## src/rtl/quad_encoder_pkg.sv

```systemverilog
// Shared encoder definitions: quadrature state codes, direction values, transition classifier.
// Latency: none (constants and a pure function).
// Backpressure: not applicable.
package quad_encoder_pkg;

  // Quadrature states written as {A,B}
  localparam logic [1:0] Q00 = 2'b00;
  localparam logic [1:0] Q01 = 2'b01;
  localparam logic [1:0] Q11 = 2'b11;
  localparam logic [1:0] Q10 = 2'b10;

  localparam logic DIR_UP   = 1'b1;
  localparam logic DIR_DOWN = 1'b0;

  typedef enum logic [1:0] {
    TR_NONE    = 2'd0,
    TR_INC     = 2'd1,
    TR_DEC     = 2'd2,
    TR_ILLEGAL = 2'd3
  } trans_t;

  // Classify a move between two filtered {A,B} samples.
  // A leads B when counting up: 00 -> 10 -> 11 -> 01 -> 00.
  function automatic trans_t classify_step(input logic [1:0] prev, input logic [1:0] curr);
    trans_t t;
    t = TR_NONE;
    if (prev != curr) begin
      if ((prev[1] != curr[1]) && (prev[0] != curr[0])) begin
        t = TR_ILLEGAL;
      end else begin
        case (prev)
          Q00:     t = (curr == Q10) ? TR_INC : TR_DEC;
          Q10:     t = (curr == Q11) ? TR_INC : TR_DEC;
          Q11:     t = (curr == Q01) ? TR_INC : TR_DEC;
          Q01:     t = (curr == Q00) ? TR_INC : TR_DEC;
          default: t = TR_NONE;
        endcase
      end
    end
    return t;
  endfunction

endpackage

```

## src/rtl/quad_encoder_counter_debounce.sv

```systemverilog
// One-channel pin debouncer: filtered follows raw once raw has differed for DEBOUNCE_CYCLES edges.
// Latency: DEBOUNCE_CYCLES edges from a held raw change to filtered.
// Backpressure: none; raw is sampled every cycle.
module quad_debounce #(
  parameter int DEBOUNCE_CYCLES = 4,
  parameter int DB_W            = 8
) (
  input  logic clk,
  input  logic rst,
  input  logic raw,
  output logic filtered
);

  // Count of the last edge before filtered flips; a counter reaching this
  // value on the next increment would equal DEBOUNCE_CYCLES.
  localparam logic [DB_W-1:0] DB_LAST = DB_W'(DEBOUNCE_CYCLES - 1);

  logic [DB_W-1:0] cnt;

  // Run-length counter of consecutive disagreeing samples; any agreeing sample restarts it.
  always_ff @(posedge clk) begin
    if (rst) begin
      cnt      <= '0;
      filtered <= raw;
    end else if (raw == filtered) begin
      cnt <= '0;
    end else if (cnt == DB_LAST) begin
      filtered <= raw;
      cnt      <= '0;
    end else begin
      cnt <= cnt + DB_W'(1);
    end
  end

endmodule

```

## src/rtl/quad_encoder_counter.sv

```systemverilog
// Quadrature encoder front end: debounce A/B, x4 decode, wrapping count, dir, step strobe, sticky err.
// Latency: DEBOUNCE_CYCLES+1 edges from a held raw pin change to count/step update.
// Backpressure: none; every decoded step is counted unless clear/load claims the same edge.
module quad_encoder_counter
  import quad_encoder_pkg::*;
#(
  parameter int CNT_W           = 8,
  parameter int DEBOUNCE_CYCLES = 4,
  parameter int DB_W            = 8
) (
  input  logic             clk,
  input  logic             rst,
  input  logic             enc_a,
  input  logic             enc_b,
  input  logic             clear,
  input  logic             load,
  input  logic [CNT_W-1:0] load_val,
  output logic [CNT_W-1:0] count,
  output logic             dir,
  output logic             step,
  output logic             err
);

  logic       filt_a;
  logic       filt_b;
  logic [1:0] prev;
  logic [1:0] curr;
  trans_t     trans;

  quad_debounce #(
    .DEBOUNCE_CYCLES(DEBOUNCE_CYCLES),
    .DB_W           (DB_W)
  ) u_db_a (
    .clk     (clk),
    .rst     (rst),
    .raw     (enc_a),
    .filtered(filt_a)
  );

  quad_debounce #(
    .DEBOUNCE_CYCLES(DEBOUNCE_CYCLES),
    .DB_W           (DB_W)
  ) u_db_b (
    .clk     (clk),
    .rst     (rst),
    .raw     (enc_b),
    .filtered(filt_b)
  );

  // Classify the move between last cycle's filtered state and the current one.
  always_comb begin
    curr  = {filt_a, filt_b};
    trans = classify_step(prev, curr);
  end

  // Count/dir/err/step registers. prev tracks filtered every cycle, including
  // during clear/load, so a transition claimed by clear/load is consumed rather
  // than replayed on the following edge.
  always_ff @(posedge clk) begin
    if (rst) begin
      count <= '0;
      dir   <= DIR_DOWN;
      step  <= 1'b0;
      err   <= 1'b0;
      // Seed from the live pins so the first edge after reset is never a transition.
      prev  <= {enc_a, enc_b};
    end else begin
      prev <= curr;
      step <= 1'b0;
      if (clear) begin
        count <= '0;
        dir   <= DIR_DOWN;
        err   <= 1'b0;
      end else if (load) begin
        count <= load_val;
      end else begin
        case (trans)
          TR_INC: begin
            count <= count + CNT_W'(1);
            dir   <= DIR_UP;
            step  <= 1'b1;
          end
          TR_DEC: begin
            count <= count - CNT_W'(1);
            dir   <= DIR_DOWN;
            step  <= 1'b1;
          end
          TR_ILLEGAL: begin
            err <= 1'b1;
          end
          default: begin
          end
        endcase
      end
    end
  end

endmodule

```

## config.mk

```make
export PLATFORM = sky130hd
export DESIGN_NAME = quad_encoder_counter
export DESIGN_NICKNAME = d
export VERILOG_FILES = /design/src/rtl/quad_encoder_pkg.sv /design/src/rtl/quad_encoder_counter_debounce.sv /design/src/rtl/quad_encoder_counter.sv
export SDC_FILE = /design/constraint.sdc
export NUM_CORES = 1
export LEC_CHECK = 0
export ABC_AREA = 1
export BUFFER_PORTS_ARGS = -buffer_cell sky130_fd_sc_hd__buf_4
export CORE_UTILIZATION = 45
export CTS_BUF_LIST = sky130_fd_sc_hd__clkbuf_8
export CTS_CLUSTER_DIAMETER = 40
export DETAILED_ROUTE_END_ITERATION = 12
export SYNTH_ARGS = -nofsm -noshare
export SYNTH_HDL_FRONTEND = slang
export SYNTH_HIERARCHICAL = 1
export SYNTH_SLANG_ARGS = --single-unit
```

## constraint.sdc

```tcl
create_clock -name clk -period 6.4 [get_ports clk]
set_input_delay 1.6 -clock clk [delete_from_list [all_inputs] [get_ports clk]]
set_output_delay 1.6 -clock clk [all_outputs]
set_load 0.005 [all_outputs]
```

==> run_results.csv <==
group,metric,value,unit
placed_design,gp_congestion,0.7539,
clocking,post_cts_buffers,0,
timing,clock_skew,0.006653,ns
timing,period_share,39.52,%
min_path,timing.hold.worst.class,"flip-flop to flip-flop",
global_routing,grt_pass1_wl,6009,µm
global_routing,antenna_found_initial,0,
finish,fin_util,55.56,%
global_routing,grt_overflow,0,
worst_setup_path,critPathKind,"flip-flop to flip-flop",
power_and_ir_drop,p_leak,1.030,nW
clocking,cts_buffer_depth,2,
die,die_h,66.80,µm
global_routing,grt.met1_usage,24.04,%
synth,ys_ff_latch,31,
clocking,htreeDepth,2,
finish,drive_gt1_share,20.27,%
run_status,status,"complete, no violations",
global_routing,grt_util_all_layers,18.24,%
die,dieArea,0.004462,mm²
job,maxCapViolCount,0,
timing,finalMaxSlewViolations,0,
timing,max_freq,395.3,MHz
placed_design,portBuffers,24,
synth,syn_inst,265,
worst_setup_path,cp_max_fo,9,
clocking,clkTransAtPathRegs,0.07,ns
timing,slew_headroom,71.26,%
synth,synth_cell_type_count,34,
route,drc_errors,0,
timing,rsz0062_at_grt,"no",
route,ant_nets,0,
timing,setup_violations,0,
synth,synth_nets,291,
clocking,postCtsHoldBufs,0,
timing,fin_setup_tns,0,ns
route,drtIter0Drc,85,
synth,synth_top_family_by_area,"simple AND/OR/NAND/NOR gates",
synth,syn-cell-area,0.001889,mm²
route,post_drt_via_cell_ratio,4.650,
global_routing,use_met2,28.54,%
synth,synth_compound_area_share,13.38,%
clocking,cts_resized,0,
global_routing,grt_pass1_vias,1335,
route,drt-total-wl,3657,µm
finish,num-fill-cells,407,
finish,nets,321,
clocking,cts_root_buffer,"clkbuf_8",
timing,hold_viol,0,
finish,area.growth.synth_to_final,18.48,%
worst_setup_path,crit_arrival,2.74,ns
timing,tightest_slew,0.4311,ns
worst_setup_path,endpoint_kind,"flip-flop",
die,start_util,46.89,%
synth,muxShareOfSynthArea,0,%
synth,ys_seq_area_share,33.91,%
clocking,clock_sinks,31,
finish,multi_input_area,0.001069,mm²
worst_setup_path,crit_required,6.61,ns
synth,avgSynthCellArea,7.129,µm²
die,dieWidth,66.80,µm
global_routing,use_met3,5.137,%
finish,seq_area,640.6,µm²
clocking,worstSkewPairLatency,0.28,ns
power_and_ir_drop,vdd_ir_drop_max,0.1408,mV
synth,synth-simple-area-share,31.59,%
die,pin_count,25,
die,coreArea,0.004029,mm²
die,rows,23,
synth,yosys.area_share.adder,8.344,%
route,dr_total_vias,1609,
route,drt-wirelength-per-cell,10.57,µm
timing,period_needed,2.530,ns
route,first_pass_iters,4,
synth,synth-xor-area-share,3.245,%
clocking,cts_tree,"done",
worst_setup_path,startpoint_type,"flip-flop",
global_routing,grt_busiest_layer,"met2",
synth,synth_warnings,6,
placed_design,hpwl,2839,µm
finish,diodes,0,
clocking,cts_made_buffers,5,
power_and_ir_drop,power_density,222.1,mW/mm²
global_routing,grt_max_degree,11,
==> synthesized netlist by cell type <==
master | n | area share [%]
or2_1 | 1 | 0.33
o221ai_1 | 1 | 0.46
a22o_1 | 4 | 1.9
nor2_2 | 7 | 2.3
inv_1 | 37 | 7.4
clkinv_1 | 1 | 0.20
a32oi_1 | 1 | 0.46
dfxtp_1 | 29 | 31
o21ai_0 | 6 | 1.6
nor2_1 | 30 | 6.0
o21ai_2 | 2 | 0.93
nand4_1 | 1 | 0.33
nor2_4 | 3 | 1.8
nand3b_1 | 2 | 0.79
xnor2_1 | 2 | 0.93
nand3_1 | 16 | 4.2
nand2_1 | 67 | 13
a21oi_2 | 6 | 2.8
o211ai_1 | 1 | 0.40
a21oi_1 | 12 | 3.2
and2_1 | 1 | 0.33
inv_2 | 2 | 0.40
nand2_4 | 2 | 1.2
inv_4 | 3 | 0.99
ha_1 | 11 | 7.3
or2_2 | 1 | 0.33
edfxtp_1 | 2 | 3.2
o21bai_1 | 2 | 0.79
o21ai_1 | 2 | 0.53
nand2_2 | 2 | 0.66
xor2_1 | 5 | 2.3
buf_6 | 1 | 0.60
a22oi_1 | 1 | 0.40
fa_1 | 1 | 1.1
==> layout by cell type (no fill, tap or decap), drive strengths merged, types with 4 or more instances in the layout <==
cell    synthesis  routed
a21oi          18      18
a22o            4       4
buf             1      24
clkbuf          0       6
dfxtp          29      29
ha             11      11
inv            42      42
nand2          71      71
nand3          16      16
nor2           40      40
o21ai          10      10
xor2            5       5
==> registers in the layout, summed over array words and instances, names as in the netlist <==
name and flops:
count 8, u_db_b/cnt 8, u_db_a/cnt 8, prev 2
dir 1, step 1, u_db_a/filtered 1, u_db_b/filtered 1
err 1
==> through the flow <==
stage               area, µm²  instances  setup WS [ns]  hold WS, ns  power [mW]
floorplan                1889        265          4.093       0.4298      0.2776
global placement         2121        338          3.899       0.4432      0.3050
detailed placement       2121        338          3.863       0.4545      0.3042
CTS                      2238        346          3.867       0.4630      0.5032
global route             2238        346          3.607       0.4928      0.5251
finish                   2238        346          3.870       0.4610      0.4971
==> path summary, 6_finish.rpt <==
kind,startpoint,endpoint,slack (ns),depth (start not counted)
worst max-delay path,u_db_a/filtered$_DFFE_PP_,count[6]$_SDFFE_PP0P_,3.87,11
worst min-delay path,dir$_SDFFE_PP0P_,dir$_SDFFE_PP0P_,0.46,2
worst max register to register,u_db_a/filtered$_DFFE_PP_,count[6]$_SDFFE_PP0P_,3.87,11
worst min register to register,dir$_SDFFE_PP0P_,dir$_SDFFE_PP0P_,0.46,2
==> where the power goes <==
| part | switching (mW) | internal, mW | total, mW |
|---|---|---|---|
| sequential | 0.00684 | 0.203 | 0.210 |
| combinational | 0.0522 | 0.0386 | 0.0908 |
| clock | 0.0709 | 0.126 | 0.197 |
| total | 0.130 | 0.367 | 0.497 |
==> cell type report <==
type                            count  share of cell area (%)
Clock buffer                        6                   3.689
Tap cell                           50                   2.795
Clock inverter                      2                   1.565
Timing Repair Buffer               24                   8.049
Sequential cell                    31                   28.62
Inverter                           43                   7.546
Multi-Input combinational cell    190                   47.74
==> metal layers <==
metal,up-vias,part of all wire [%]
met5,-,0
met4,0,1.3
met3,4,3.3
met2,21,46
met1,680,50
li1,904,-
==> cell families (layout without fill, tap and decap cells) <==
family / count (synthesis) / in the layout
compound gates: 38 / 38
xor+xnor: 7 / 7
buf+inv: 44 / 75
simple gates: 133 / 133
fa+ha+maj: 12 / 12
flops: 31 / 31
==> worst max-delay path, cell delays in order, from the launching register on <==
cell and delay, ns:
edfxtp_1 0.45, inv_1 0.11, o21ai_0 0.09, a32oi_1 0.22
ha_1 0.46, inv_1 0.14, fa_1 0.44, o21ai_2 0.18
nand2_1 0.09, nand3b_1 0.08, nand3_1 0.07, a21oi_1 0.13
Power figures use the tool's default switching activity.
